$ cat config.mk
export PLATFORM = sky130hd
export DESIGN_NAME = bram_line_mover
export DESIGN_NICKNAME = d
export VERILOG_FILES = /design/src/rtl/bram_line_mover.sv
export SDC_FILE = /design/constraint.sdc
export NUM_CORES = 1
export LEC_CHECK = 0
export ABC_AREA = 1
export CAP_MARGIN = 30
export CORE_UTILIZATION = 49
export CTS_CLUSTER_SIZE = 30
export DETAILED_ROUTE_END_ITERATION = 8
export HOLD_SLACK_MARGIN = 0.15
export PLACE_DENSITY = 0.95
export RECOVER_POWER = 100
export SKIP_CTS_REPAIR_TIMING = 1
export SYNTH_ARGS = -nofsm -noshare
export SYNTH_HDL_FRONTEND = slang
export SYNTH_SLANG_ARGS = --single-unit
$ cat constraint.sdc
create_clock -name clk -period 3.4 [get_ports clk]
set_input_delay 0.34 -clock clk [delete_from_list [all_inputs] [get_ports clk]]
set_output_delay 0.34 -clock clk [all_outputs]
set_load 0.03 [all_outputs]
$ cat src/rtl/bram_line_mover.sv
// -----------------------------------------------------------------------------
// bram_line_mover
//
// Moves one cache line between a streaming interface and one port of the
// dual-port data-array block RAM. The RAM has a 1-cycle registered read and
// returns zero when the port is not enabled.
//
//   Refill (req_wr=1): words arriving on wdata are written straight into the
//                      RAM at {index, offset}, offsets ascending from 0.
//   Evict  (req_wr=0): words are read from the RAM and streamed out on rdata
//                      through a 2-entry output FIFO with at most one read in
//                      flight, so back-pressure on rdata never loses a word.
//
// Ports
//   clk, resetn            clock (rising edge), asynchronous active-low reset
//   req_valid/req_ready    line request handshake; req_ready high only in IDLE
//   req_wr, req_index      request mode and line index
//   wdata_valid/ready,     refill word stream
//   wdata
//   rdata_valid/ready,     evict word stream; rdata_last marks the final word
//   rdata, rdata_last
//   done                   one-cycle completion pulse
//   bram_en, bram_we,      RAM port controls; bram_addr = {index, offset}
//   bram_addr, bram_din
//   bram_dout              RAM read data, valid the cycle after a read
// -----------------------------------------------------------------------------
module bram_line_mover #(
    parameter int DATA_SIZE      = 32,
    parameter int ADDR_SIZE      = 7,
    parameter int WORDS_PER_LINE = 4
) (
    input  logic                                         clk,
    input  logic                                         resetn,
    input  logic                                         req_valid,
    output logic                                         req_ready,
    input  logic                                         req_wr,
    input  logic [ADDR_SIZE-$clog2(WORDS_PER_LINE)-1:0]  req_index,
    input  logic                                         wdata_valid,
    output logic                                         wdata_ready,
    input  logic [DATA_SIZE-1:0]                         wdata,
    output logic                                         rdata_valid,
    input  logic                                         rdata_ready,
    output logic [DATA_SIZE-1:0]                         rdata,
    output logic                                         rdata_last,
    output logic                                         done,
    output logic                                         bram_en,
    output logic [DATA_SIZE/8-1:0]                       bram_we,
    output logic [ADDR_SIZE-1:0]                         bram_addr,
    output logic [DATA_SIZE-1:0]                         bram_din,
    input  logic [DATA_SIZE-1:0]                         bram_dout
);

    localparam int OFF   = $clog2(WORDS_PER_LINE);
    localparam int IDX_W = ADDR_SIZE - OFF;
    localparam int BYTES = DATA_SIZE / 8;

    // Issue counter needs one extra bit so it can reach WORDS_PER_LINE.
    localparam logic [OFF:0]   WPL_CNT  = (OFF + 1)'(WORDS_PER_LINE);
    localparam logic [OFF-1:0] LAST_OFF = OFF'(WORDS_PER_LINE - 1);

    typedef enum logic [1:0] {
        IDLE  = 2'd0,
        WRITE = 2'd1,
        READ  = 2'd2,
        DONE  = 2'd3
    } state_e;

    state_e             state_q, state_d;
    logic [IDX_W-1:0]   index_q, index_d;
    logic               wr_q, wr_d;
    logic [OFF-1:0]     wcnt_q, wcnt_d;     // refill word offset
    logic [OFF:0]       icnt_q, icnt_d;     // evict reads issued
    logic [OFF-1:0]     acnt_q, acnt_d;     // evict words pushed into FIFO
    logic               pend_q, pend_d;     // read issued last cycle
    logic [1:0]         fifo_cnt_q, fifo_cnt_d;
    logic               wr_ptr_q, wr_ptr_d;
    logic               rd_ptr_q, rd_ptr_d;

    logic [DATA_SIZE-1:0] fifo_data [2];
    logic                 fifo_last [2];

    // FSM control signals
    logic       accept;
    logic       wr_hs;
    logic       issue;
    logic       push;
    logic       pop;
    logic       head_last;
    logic       push_last;
    logic [2:0] occ_after;

    // -------------------------------------------------------------------------
    // State and datapath registers
    // -------------------------------------------------------------------------
    always_ff @(posedge clk or negedge resetn) begin
        if (!resetn) begin
            state_q    <= IDLE;
            index_q    <= '0;
            wr_q       <= 1'b0;
            wcnt_q     <= '0;
            icnt_q     <= '0;
            acnt_q     <= '0;
            pend_q     <= 1'b0;
            fifo_cnt_q <= '0;
            wr_ptr_q   <= 1'b0;
            rd_ptr_q   <= 1'b0;
        end else begin
            state_q    <= state_d;
            index_q    <= index_d;
            wr_q       <= wr_d;
            wcnt_q     <= wcnt_d;
            icnt_q     <= icnt_d;
            acnt_q     <= acnt_d;
            pend_q     <= pend_d;
            fifo_cnt_q <= fifo_cnt_d;
            wr_ptr_q   <= wr_ptr_d;
            rd_ptr_q   <= rd_ptr_d;
        end
    end

    // -------------------------------------------------------------------------
    // Output FIFO entries. Each entry is loaded from bram_dout when the
    // in-flight read returns and the write pointer selects it.
    // -------------------------------------------------------------------------
    genvar gi;
    generate
        for (gi = 0; gi < 2; gi++) begin : g_fifo
            logic [DATA_SIZE-1:0] data_q, data_d;
            logic                 last_q, last_d;

            always_comb begin
                data_d = data_q;
                last_d = last_q;
                if (push && (wr_ptr_q == 1'(gi))) begin
                    data_d = bram_dout;
                    last_d = push_last;
                end
            end

            always_ff @(posedge clk or negedge resetn) begin
                if (!resetn) begin
                    data_q <= '0;
                    last_q <= 1'b0;
                end else begin
                    data_q <= data_d;
                    last_q <= last_d;
                end
            end

            assign fifo_data[gi] = data_q;
            assign fifo_last[gi] = last_q;
        end
    endgenerate

    // -------------------------------------------------------------------------
    // Next-state logic
    // -------------------------------------------------------------------------
    always_comb begin
        state_d = state_q;
        unique case (state_q)
            IDLE: begin
                if (accept) begin
                    state_d = req_wr ? WRITE : READ;
                end
            end
            WRITE: begin
                if (wr_hs && (wcnt_q == LAST_OFF)) begin
                    state_d = DONE;
                end
            end
            READ: begin
                if (pop && head_last) begin
                    state_d = DONE;
                end
            end
            DONE: begin
                state_d = IDLE;
            end
            default: begin
                state_d = IDLE;
            end
        endcase
    end

    // -------------------------------------------------------------------------
    // Output / control logic
    // -------------------------------------------------------------------------
    always_comb begin
        req_ready   = (state_q == IDLE);
        accept      = req_valid && (state_q == IDLE);

        // wr_q is redundant with the WRITE state but keeps the refill path
        // tied to the mode captured with the request.
        wdata_ready = (state_q == WRITE) && wr_q;
        wr_hs       = wdata_valid && wdata_ready;

        rdata_valid = (fifo_cnt_q != 2'd0);
        rdata       = rdata_valid ? fifo_data[rd_ptr_q] : '0;
        head_last   = fifo_last[rd_ptr_q];
        rdata_last  = rdata_valid && head_last;
        pop         = rdata_valid && rdata_ready;

        // The read issued last cycle returns now and always has room.
        push        = (state_q == READ) && pend_q;
        push_last   = (acnt_q == LAST_OFF);

        // Words held or in flight once this cycle's pop is taken out; a new
        // read only goes out if that leaves room for its return.
        occ_after   = {1'b0, fifo_cnt_q} - {2'b00, pop} + {2'b00, pend_q};
        issue       = (state_q == READ) && (icnt_q < WPL_CNT) && (occ_after < 3'd2);

        done        = (state_q == DONE);

        bram_en     = 1'b0;
        bram_we     = '0;
        bram_addr   = '0;
        bram_din    = '0;
        if (wr_hs) begin
            bram_en   = 1'b1;
            bram_we   = {BYTES{1'b1}};
            bram_addr = {index_q, wcnt_q};
            bram_din  = wdata;
        end else if (issue) begin
            bram_en   = 1'b1;
            bram_addr = {index_q, icnt_q[OFF-1:0]};
        end
    end

    // -------------------------------------------------------------------------
    // Datapath next values
    // -------------------------------------------------------------------------
    always_comb begin
        index_d    = index_q;
        wr_d       = wr_q;
        wcnt_d     = wcnt_q;
        icnt_d     = icnt_q;
        acnt_d     = acnt_q;
        pend_d     = issue;
        fifo_cnt_d = fifo_cnt_q + {1'b0, push} - {1'b0, pop};
        wr_ptr_d   = push ? ~wr_ptr_q : wr_ptr_q;
        rd_ptr_d   = pop  ? ~rd_ptr_q : rd_ptr_q;

        if (accept) begin
            index_d = req_index;
            wr_d    = req_wr;
            wcnt_d  = '0;
            icnt_d  = '0;
            acnt_d  = '0;
        end

        if (wr_hs) begin
            wcnt_d = wcnt_q + 1'b1;
        end

        if (issue) begin
            icnt_d = icnt_q + 1'b1;
        end

        if (push) begin
            acnt_d = acnt_q + 1'b1;
        end
    end

endmodule
==> metrics.log, run 1 <==
INFO  metric worst-endpoint-arrival = 2.69 ns
INFO  metric path_delay_family = buffers and inverters
INFO  metric die-area = 9179 um2
INFO  metric avgSynthCellArea = 7.727 um2
INFO  metric start_util = 0.5144
INFO  metric synth_seq_cells = 86
INFO  metric synth_top_family_by_area = simple AND/OR/NAND/NOR gates
INFO  metric yosys.area_share.xor_xnor = 0.008125
INFO  metric worstPathMaxFanout = 25
INFO  metric clk_transition_reported_paths = 0.08 ns
INFO  metric worst-r2r-cell-count = 8
INFO  metric place_hpwl = 7861 um
INFO  metric place_inst = 793
INFO  metric synth_seq_area_share = 0.4991
INFO  metric buffer_ports.inserted = 155
INFO  metric globalRoute.totalOverflow = 0
INFO  metric cts.sinks = 86
INFO  metric cp_num_buf_inv = 3
INFO  metric routed_vias = 3969
INFO  metric final_net_count = 784
INFO  metric drc_errors = 0
INFO  metric rrSetupSlack = 0.68 ns
INFO  metric setup.worst_path.start = state_q[1]$_DFFE_PN0P_
INFO  metric netlist_cell_types = 26
INFO  metric gpl_congestion = 0.8156
INFO  metric timing.setup.tns = 0 ns
INFO  metric placementRows = 33
INFO  metric post_synthesis_adder_cell_area_fraction = 0.02786
INFO  metric critical-path-max-stage-delay = 0.76 ns
INFO  metric wl_per_cell = 13.39 um
INFO  metric cpMaxStageDelayCell = sky130_fd_sc_hd__dlygate4sd3_1
INFO  metric cts_htree_levels = 3
INFO  metric final_max_slew_viol_count = 39
INFO  metric width_of_the_chip = 95.81 um
INFO  metric cts_buffers = 9
INFO  metric timing.critical_path.to_type = output port
INFO  metric timing.rr.start = state_q[0]$_DFFE_PN0P_
INFO  metric total_leakage_power = 3.285 nW
INFO  metric worst_ep_required = 3.06 ns
INFO  metric synthMuxAreaShare = 0
INFO  metric fin_util = 0.7140
INFO  metric final-hold-violation-count = 0
INFO  metric setup_viol = 0
INFO  metric first_global_vias = 3859
INFO  metric synth_cells = 558
INFO  metric insertion_delay_of_the_later_clocked_pin_in_the_worst_skew_pair = 0.33 ns
INFO  metric cellPowerDensity = 897.8 nW/um2
INFO  metric min_delay_worst_endpoint = g_fifo[1].data_q[27]$_DFFE_PN0P_
INFO  metric min_period = 3.026 ns
INFO  metric cts_tree = built
INFO  metric number_of_enable_flip_flop_cells_after_synthesis = 0
INFO  metric violations = capacitance limit, slew limit
INFO  metric avgViaCountPerCell = 4.900
INFO  metric maximum_achievable_frequency = 330.4 MHz
INFO  metric clock-skew-final = 0.009837 ns
INFO  metric synth.area.top_cells = sky130_fd_sc_hd__dfrtp_1 50%, sky130_fd_sc_hd__nand2_1 15%, sky130_fd_sc_hd__inv_1 7.4%
INFO  metric worstHoldPathCells = 2
INFO  metric diodes = 0
INFO  metric path_class = reg2out
INFO  metric post-synth-top-count-cell = sky130_fd_sc_hd__nand2_1
INFO  metric synth_compound_area_frac = 0.1358
INFO  metric fin_crit_sh = 0.8901
INFO  metric io-pin-count = 156
INFO  metric hold_path.class = reg2reg
INFO  metric grt_antenna_before_repair = 0
INFO  metric detailedRoute.firstPassIterationCount = 5
INFO  metric yosys.area.top_type = sky130_fd_sc_hd__dfrtp_1
INFO  metric synth-simple-area-share = 0.2040
INFO  metric min_from = g_fifo[1].data_q[27]$_DFFE_PN0P_
INFO  metric drv.max_cap_violation_count = 1
INFO  metric final-instance-count-excl-fill = 810
INFO  metric areaGrowthSynthToFinish = 38.80%
INFO  metric yosys_most_used_dff = sky130_fd_sc_hd__dfrtp_1
INFO  metric outcome = finished with violations
INFO  metric slew_headroom = -0.3733
INFO  metric critical_path.cell_chain = inv_1 > ha_1 > nand3_1 > buf_4 > nor2_1 > dlygate4sd3_1
INFO  metric count_of_antenna_violating_nets_left_after_detailed_routing = 0
INFO  metric grt_start_max_net_pins = 68
INFO  metric floorplan.die.height = 95.81 um
INFO  metric synthArstFlopShare = 1.000
INFO  metric vdd_ir_drop_max = 639.1 uV
INFO  metric drive_above_1_share = 0.04823
INFO  metric global_routing_usage_summed_across_all_routing_layers = 0.2427
INFO  metric core-area = 8382 um2
INFO  metric setup_repair_after_global_routing_missed_its_margin = no
INFO  metric grt_first_pass_wirelength = 17420 um
INFO  metric tightest_slew = 2.060 ns
INFO  metric post_synth_instance_area = 4312 um2
INFO  metric worst_r2r_endpoint = g_fifo[1].data_q[12]$_DFFE_PN0P_
INFO  metric first_iter_violations = 163
INFO  metric clockRootBuffer = sky130_fd_sc_hd__clkbuf_8
INFO  metric timing.critical_path.from_type = flip-flop
INFO  metric max-clock-path-buffers = 2
INFO  metric post_synth_most_frequent_cells = 173 x sky130_fd_sc_hd__nand2_1, 86 x sky130_fd_sc_hd__dfrtp_1, 85 x sky130_fd_sc_hd__inv_1
INFO  metric yosys_warnings = 0
INFO  metric fraction_of_post_synthesis_cell_area_in_the_top_cell_type_by_area = 0.4991
INFO  metric drt-total-wl = 10850 um
INFO  metric syn-num-nets = 642
through the flow:
| stage | cell area [um2] | total power [mW] | hold WS, ns | setup WS, ns |
|---|---|---|---|---|
| final | 5984 | 5.373 | 0.4916 | 0.3736 |
| after global routing | 5984 | 5.791 | 0.5039 | 0.1448 |
| after CTS | 6042 | 5.614 | -0.02959 | 0.1211 |
| after detailed placement | 5852 | 4.914 | 0.3362 | 0.1359 |
| after global placement | 5804 | 4.764 | 0.4644 | 0.2375 |
| after floorplan | 4312 | 3.720 | 0.04441 | 0.7685 |
worst min-delay path: stages (launching register included):
cell                      delay (ns)
sky130_fd_sc_hd__dfrtp_1        0.35
sky130_fd_sc_hd__nand2_1        0.05
sky130_fd_sc_hd__o21ai_0        0.06
sequential cells by signal (all words and copies together) (netlist names):
register       cells
g_fifo.data_q     64
index_q            5
icnt_q             3
acnt_q             2
fifo_cnt_q         2
g_fifo.last_q      2
state_q            2
wcnt_q             2
pend_q             1
rd_ptr_q           1
wr_ptr_q           1
wr_q               1
power breakdown:
group / internal (mW) / total, mW / switching [mW]
logic: 1.09 / 2.97 / 1.88
registers: 1.46 / 1.72 / 0.258
clock network: 0.339 / 0.690 / 0.351
cell type report:
cell class / count / area [um2]
fill: 643 / 2397
tap: 105 / 131.4
multi-input combinational: 353 / 1603
sequential: 86 / 2153
inverter: 87 / 326.6
clock inverter: 6 / 62.56
clock buffer: 10 / 127.6
timing repair buffer: 163 / 1580
cell usage in the layout (no fill, tap or decap), types with 2 or more instances in the layout:
master                            count
sky130_fd_sc_hd__nand2_1            174
sky130_fd_sc_hd__inv_1               86
sky130_fd_sc_hd__dfrtp_1             85
sky130_fd_sc_hd__o21ai_0             80
sky130_fd_sc_hd__clkdlybuf4s50_1     74
sky130_fd_sc_hd__dlygate4sd3_1       72
sky130_fd_sc_hd__nor2_1              39
sky130_fd_sc_hd__a21oi_1             33
sky130_fd_sc_hd__clkbuf_8             9
sky130_fd_sc_hd__buf_4                9
sky130_fd_sc_hd__ha_1                 8
sky130_fd_sc_hd__nand3_1              7
sky130_fd_sc_hd__clkbuf_1             4
sky130_fd_sc_hd__clkbuf_2             4
sky130_fd_sc_hd__clkinv_2             3
sky130_fd_sc_hd__xnor2_1              2
sky130_fd_sc_hd__xor2_1               2
sky130_fd_sc_hd__or2_2                2
sky130_fd_sc_hd__nand4_1              2
sky130_fd_sc_hd__clkinv_4             2
worst max-delay path by stage:
stage | slack [ns] | cells past startpoint | to
finish | 0.37 | 6 | bram_din[19]
global route | 0.14 | 14 | bram_en
CTS | 0.12 | 13 | bram_en
detailed placement | 0.14 | 14 | bram_en
global placement | 0.24 | 14 | bram_en
floorplan | 0.77 | 9 | bram_addr[1]
metal layers:
layer | vias to the layer above | share of wire | wire length (um) | GRT usage
li1 | 1976 | - | - | -
met1 | 1885 | 0.42 | 4525 | 0.3098
met2 | 100 | 0.54 | 5887 | 0.4280
met3 | 8 | 0.032 | 343 | 0.03633
met4 | 0 | 0.0084 | 91 | 0.06965
met5 | - | 0 | 0 | 0
cells by family after synthesis:
kind of cell / count (synthesis)
flip-flops: 86
XOR/XNOR: 4
buffers and inverters: 119
AND/OR/NAND/NOR: 226
AO/OA/AOI/OAI: 114
adder cells (fa/ha/maj): 9
Power figures use the tool's default switching activity.
==> run 2: changes to the inputs <==
- CAP_MARGIN: 30 -> not set
- CORE_MARGIN: not set -> 2
==> run 2 against run 1 <==
  * Count of clock-buffer cells in the layout stayed put
  * The flow still finishes with violations (capacitance limit, slew limit)
  * Die area is 4.2% higher
  * Setup slack worse by 0.18 ns
  * Clock skew is 0.0011 ns lower
  * Largest power group unchanged
  * Cell count is 0.12% higher
  * Sequential cell count stayed put
  * Global-route usage is 1.2 points lower
  * Critical endpoint is now bram_addr[1]
==> metrics.log, run 2 (synthesis gave the netlist of run 1 again) <==
INFO  metric min_period = 3.205 ns
INFO  metric violations = capacitance limit, slew limit
INFO  metric cellPowerDensity = 910.1 nW/um2
INFO  metric timing.setup.tns = 0 ns
INFO  metric wl_per_cell = 13.75 um
INFO  metric detailedRoute.firstPassIterationCount = 4
INFO  metric first_global_vias = 3984
INFO  metric setup_repair_after_global_routing_missed_its_margin = no
INFO  metric largest-register = g_fifo.data_q
INFO  metric timing.rr.start = state_q[0]$_DFFE_PN0P_
INFO  metric io-pin-count = 156
INFO  metric final_net_count = 782
INFO  metric drive_above_1_share = 0.03556
INFO  metric hold_path.class = reg2reg
INFO  metric place_hpwl = 7842 um
INFO  metric globalRoute.totalOverflow = 0
INFO  metric max-clock-path-buffers = 2
INFO  metric clk_transition_reported_paths = 0.09 ns
INFO  metric buffer_ports.inserted = 155
INFO  metric route.layer.met1.wl = 4648 um
INFO  metric final_max_slew_viol_count = 87
INFO  metric floorplan.die.height = 97.81 um
INFO  metric clockRootBuffer = sky130_fd_sc_hd__clkbuf_8
INFO  metric cts_tree = built
INFO  metric insertion_delay_of_the_later_clocked_pin_in_the_worst_skew_pair = 0.33 ns
INFO  metric diodes = 0
INFO  metric die-area = 9566 um2
INFO  metric layout_top_registers = g_fifo.data_q: 64 flops, index_q: 5 flops, icnt_q: 3 flops
INFO  metric grt_start_max_net_pins = 87
INFO  metric worst-r2r-cell-count = 5
INFO  metric gpl_congestion = 0.7866
INFO  metric cts_buffers = 9
INFO  metric layout_commonest_cell = sky130_fd_sc_hd__nand2_1
INFO  metric timing.critical_path.to_type = output port
INFO  metric core-area = 8636 um2
INFO  metric worst_ep_required = 3.06 ns
INFO  metric place_worst_setup_slack = 0.1711 ns
INFO  metric drt-total-wl = 11150 um
INFO  metric setup_viol = 0
INFO  metric most_frequent_cells_in_the_layout = 173 x sky130_fd_sc_hd__nand2_1, 86 x sky130_fd_sc_hd__inv_1, 86 x sky130_fd_sc_hd__dfrtp_1
INFO  metric tightest_slew = 2.067 ns
INFO  metric drc_errors = 0
INFO  metric wl_met2 = 5935 um
INFO  metric grt_antenna_before_repair = 0
INFO  metric finalWorstSetupSlack = 0.1946 ns
INFO  metric slew_headroom = -0.3781
INFO  metric worst-endpoint-arrival = 2.87 ns
INFO  metric timing.critical_path.from_type = flip-flop
INFO  metric outcome = finished with violations
INFO  metric start_util = 0.4993
INFO  metric drv.max_cap_violation_count = 1
INFO  metric placementRows = 34
INFO  metric grt_first_pass_wirelength = 18140 um
INFO  metric path_class = reg2out
INFO  metric global_routing_usage_summed_across_all_routing_layers = 0.2306
INFO  metric total_leakage_power = 3.240 nW
INFO  metric width_of_the_chip = 97.81 um
INFO  metric placedInstanceArea = 5818 um2
INFO  metric finish.instance_area = 5951 um2
INFO  metric final-hold-violation-count = 0
INFO  metric fin_crit_sh = 0.9428
INFO  metric wl_met3 = 471 um
INFO  metric areaGrowthSynthToFinish = 38.02%
INFO  metric routed_vias = 3995
INFO  metric maximum_achievable_frequency = 312.0 MHz
INFO  metric topRoutingLayerUsed = met4
INFO  metric worstPathMaxFanout = 4
INFO  metric worst_r2r_endpoint = g_fifo[0].data_q[19]$_DFFE_PN0P_
INFO  metric vdd_ir_drop_max = 496.4 uV
INFO  metric count_of_antenna_violating_nets_left_after_detailed_routing = 0
INFO  metric clock-skew-final = 0.008732 ns
INFO  metric cts_htree_levels = 3
INFO  metric setup.worst_path.start = fifo_cnt_q[1]$_DFF_PN0_
INFO  metric avgViaCountPerCell = 4.926
INFO  metric crit_end = bram_addr[1]
INFO  metric first_iter_violations = 163
INFO  metric fin_util = 0.6891
INFO  metric largest_register_ffs = 64
INFO  metric cts.sinks = 86
INFO  metric rrSetupSlack = 1.11 ns
## run 2: changes by cell type in the layout (fill, tap and decap cells not counted), sizes merged
cell / previous run / this run
clkinv: 6 / 2
clkdlybuf4s50: 74 / 75
clkbuf: 17 / 22
buf: 10 / 3
inv: 86 / 87
dlygate4sd3: 72 / 71
clkinvlp: 0 / 3
## run 2: worst min path at each step
stage | start | endpoint | cells past startpoint
final | g_fifo[1].data_q[12]$_DFFE_PN0P_ | g_fifo[1].data_q[12]$_DFFE_PN0P_ | 2
after global routing | g_fifo[0].data_q[9]$_DFFE_PN0P_ | g_fifo[0].data_q[9]$_DFFE_PN0P_ | 2
after CTS | resetn | g_fifo[1].data_q[28]$_DFFE_PN0P_ | 1
after detailed placement | g_fifo[0].data_q[31]$_DFFE_PN0P_ | g_fifo[0].data_q[31]$_DFFE_PN0P_ | 2
after global placement | g_fifo[0].last_q$_DFFE_PN0P_ | g_fifo[0].last_q$_DFFE_PN0P_ | 2
after floorplan | resetn | acnt_q[0]$_DFFE_PN0P_ | 0
## run 2: worst max-delay path: stages (launching register included)
cell and delay (ns):
sky130_fd_sc_hd__dfrtp_1 0.45, sky130_fd_sc_hd__nor2_1 0.09, sky130_fd_sc_hd__nor2_1 0.13, sky130_fd_sc_hd__nand2_1 0.09, sky130_fd_sc_hd__o21ai_0 0.08, sky130_fd_sc_hd__nand2_1 0.08
sky130_fd_sc_hd__fa_1 0.49, sky130_fd_sc_hd__nand2_1 0.06, sky130_fd_sc_hd__nor2_1 0.09, sky130_fd_sc_hd__nand2_1 0.10, sky130_fd_sc_hd__o21ai_0 0.17, sky130_fd_sc_hd__clkdlybuf4s50_1 0.70
## run 2: final cells by class
class	instances	area (um2)
clock buffers	10	137.6
clock inverters	6	70.07
fillers	684	2685
multi-input cells	353	1598
repair buffers	161	1531
inverters	87	326.6
well taps	108	135.1
flip-flops and latches	86	2152
## run 2: per-stage QoR
stage	cells	hold WS [ns]	total power [mW]
final	811	0.4903	5.416
after global routing	811	0.5204	5.814
after CTS	811	0.2149	5.674
after detailed placement	795	0.4684	4.925
after global placement	795	0.4653	4.777
after floorplan	558	0.04441	3.720
## run 2: power by group
group	leakage (nW)	switching [mW]	internal, mW
logic	2.21	1.90	1.07
registers	0.936	0.258	1.46
clock network	0.0951	0.365	0.363
## run 2: routing by layer
layer / global-route usage / vias up
met2: 0.4133 / 120
met1: 0.2913 / 1883
met4: 0.07479 / 0
li1: - / 1980
met5: 0 / -
met3: 0.02935 / 12
==> run 3: changes to the inputs <==
- RECOVER_POWER: 100 -> not set
==> run 3 against run 2 <==
  * The flow now finishes without violations
  * Register-to-register slack better by 0.07 ns
  * First-iteration DRC count is 16% higher
  * Sequential cell count unchanged
  * Critical endpoint unchanged
  * Largest power group unchanged
==> metrics.log, run 3 (synthesis gave the netlist of run 1 again) <==
INFO  metric outcome = finished clean
INFO  metric layout_top_registers = g_fifo.data_q: 64 flops, index_q: 5 flops, icnt_q: 3 flops
INFO  metric cts_tree = built
INFO  metric grt_start_max_net_pins = 87
INFO  metric insertion_delay_of_the_later_clocked_pin_in_the_worst_skew_pair = 0.34 ns
INFO  metric internal_power = 3.071 mW
INFO  metric start_util = 0.4993
INFO  metric areaGrowthSynthToFinish = 39.81%
INFO  metric layout.filler_cells = 660
INFO  metric place_inst = 795
INFO  metric seq_area = 2152 um2
INFO  metric most_frequent_cells_in_the_layout = 172 x sky130_fd_sc_hd__nand2_1, 146 x sky130_fd_sc_hd__clkdlybuf4s50_1, 86 x sky130_fd_sc_hd__dfrtp_1
INFO  metric timing.setup.tns = 0 ns
INFO  metric drive_above_1_share = 0.05974
INFO  metric netSwitchingPower = 2.565 mW
INFO  metric floorplan.die.height = 97.81 um
INFO  metric routed_vias = 4023
INFO  metric cts_buffers = 9
INFO  metric cellPowerDensity = 934.9 nW/um2
INFO  metric io-pin-count = 156
INFO  metric path_class = in2out
INFO  metric sequentialPowerShare = 0.306
INFO  metric drc_errors = 0
INFO  metric total_power = 5.636 mW
INFO  metric core-area = 8636 um2
INFO  metric grt_antenna_before_repair = 0
INFO  metric largest-register = g_fifo.data_q
INFO  metric worst_hold_margin = 0.1886 ns
INFO  metric cts_htree_levels = 3
INFO  metric clock-skew-final = 0.01030 ns
INFO  metric detailedRoute.firstPassIterationCount = 5
INFO  metric fin_crit_sh = 0.9397
INFO  metric tightest_slew = 1.111 ns
INFO  metric worstPathMaxFanout = 4
INFO  metric die-area = 9566 um2
INFO  metric finalWorstSetupSlack = 0.2051 ns
INFO  metric worst_ep_required = 3.06 ns
INFO  metric multi_input_area = 1628 um2
INFO  metric final-instance-count-excl-fill = 811
INFO  metric total_leakage_power = 3.156 nW
INFO  metric gpl_congestion = 0.7866
INFO  metric hold_path.class = in2async
INFO  metric wl_per_cell = 13.79 um
INFO  metric diodes = 0
INFO  metric max-clock-path-buffers = 2
INFO  metric clockRootBuffer = sky130_fd_sc_hd__clkbuf_8
INFO  metric grt_first_pass_wirelength = 18140 um
INFO  metric maximum_achievable_frequency = 313.0 MHz
INFO  metric part_of_the_power_in_combinational_logic = 0.565
INFO  metric width_of_the_chip = 97.81 um
INFO  metric slew_headroom = 0.2565
INFO  metric buffer_ports.inserted = 155
INFO  metric clock_power_share = 0.129
INFO  metric setup_viol = 0
INFO  metric timing.critical_path.to_type = output port
INFO  metric first_global_vias = 3984
INFO  metric placementRows = 34
INFO  metric timing.critical_path.from_type = input pin
INFO  metric min_period = 3.195 ns
INFO  metric final_max_slew_viol_count = 0
INFO  metric globalRoute.totalOverflow = 0
INFO  metric place_hpwl = 7842 um
INFO  metric final-hold-violation-count = 0
INFO  metric largest_register_ffs = 64
INFO  metric drv.max_cap_violation_count = 0
INFO  metric first_iter_violations = 189
INFO  metric layout_commonest_cell = sky130_fd_sc_hd__nand2_1
INFO  metric fin_util = 0.6981
INFO  metric cts.sinks = 86
INFO  metric placedInstanceArea = 5818 um2
INFO  metric worst-endpoint-arrival = 2.85 ns
INFO  metric count_of_antenna_violating_nets_left_after_detailed_routing = 0
INFO  metric clk_transition_reported_paths = 0.09 ns
INFO  metric vdd_ir_drop_max = 529.8 uV
INFO  metric power.switching_fraction = 0.4551
INFO  metric global_routing_usage_summed_across_all_routing_layers = 0.2306
INFO  metric setup_repair_after_global_routing_missed_its_margin = no
INFO  metric place_worst_setup_slack = 0.1711 ns
INFO  metric avgViaCountPerCell = 4.961
INFO  metric finish.instance_area = 6028 um2
INFO  metric drt-total-wl = 11180 um
INFO  metric final_net_count = 782
-- run 3: changes by cell type in the layout (fill, tap and decap cells not counted), moves of 4 or more --
| cell | before | now |
|---|---|---|
| sky130_fd_sc_hd__buf_4 | 3 | 14 |
| sky130_fd_sc_hd__o21ai_2 | 0 | 4 |
| sky130_fd_sc_hd__o21ai_1 | 1 | 37 |
| sky130_fd_sc_hd__dlygate4sd3_1 | 71 | 0 |
| sky130_fd_sc_hd__clkbuf_1 | 10 | 0 |
| sky130_fd_sc_hd__clkdlybuf4s50_1 | 75 | 146 |
| sky130_fd_sc_hd__o21ai_0 | 80 | 40 |
-- run 3: cell type report --
type | count | area share
sequential | 86 | 0.3570
inverter | 87 | 0.05417
timing repair buffer | 161 | 0.2619
clock inverter | 6 | 0.01162
clock buffer | 10 | 0.02283
multi-input combinational | 353 | 0.2700
tap | 108 | 0.02242
-- run 3: path summary, 6_finish.rpt --
kind	cells past startpoint	slack [ns]	end	from
max	12	0.21	bram_addr[1]	rdata_ready
max reg2reg	6	1.18	g_fifo[1].data_q[7]$_DFFE_PN0P_	state_q[0]$_DFFE_PN0P_
max in group asynchronous	1	2.54	g_fifo[0].data_q[17]$_DFFE_PN0P_	resetn
min	1	0.19	g_fifo[1].data_q[28]$_DFFE_PN0P_	resetn
min reg2reg	2	0.49	g_fifo[1].last_q$_DFFE_PN0P_	g_fifo[1].last_q$_DFFE_PN0P_
min in group clk	2	0.49	g_fifo[1].last_q$_DFFE_PN0P_	g_fifo[1].last_q$_DFFE_PN0P_
-- run 3: critical path, stage by stage --
cell	delay [ns]
sky130_fd_sc_hd__clkdlybuf4s50_1	0.47
sky130_fd_sc_hd__inv_1	0.06
sky130_fd_sc_hd__nor2_2	0.12
sky130_fd_sc_hd__nand2_1	0.08
sky130_fd_sc_hd__o21ai_0	0.07
sky130_fd_sc_hd__nand2_1	0.08
sky130_fd_sc_hd__fa_1	0.49
sky130_fd_sc_hd__nand2_1	0.06
sky130_fd_sc_hd__nor2_1	0.09
sky130_fd_sc_hd__nand2_1	0.12
sky130_fd_sc_hd__o21ai_0	0.18
sky130_fd_sc_hd__clkdlybuf4s50_1	0.70
-- run 3: layer usage --
metal	global-route usage	up-vias	routed length [um]
met3	0.02935	20	467
met2	0.4133	116	5896
met4	0.07479	0	175
met1	0.2913	1904	4644
li1	-	1983	-
met5	0	-	0
-- run 3: power groups by stage --
stage | logic (mW) | registers [mW] | clock network, mW
floorplan | 2.07 | 1.65 | 0
global placement | 3.08 | 1.69 | 0
detailed placement | 3.19 | 1.73 | 0
CTS | 3.21 | 1.72 | 0.745
global route | 3.47 | 1.77 | 0.789
finish | 3.18 | 1.72 | 0.730
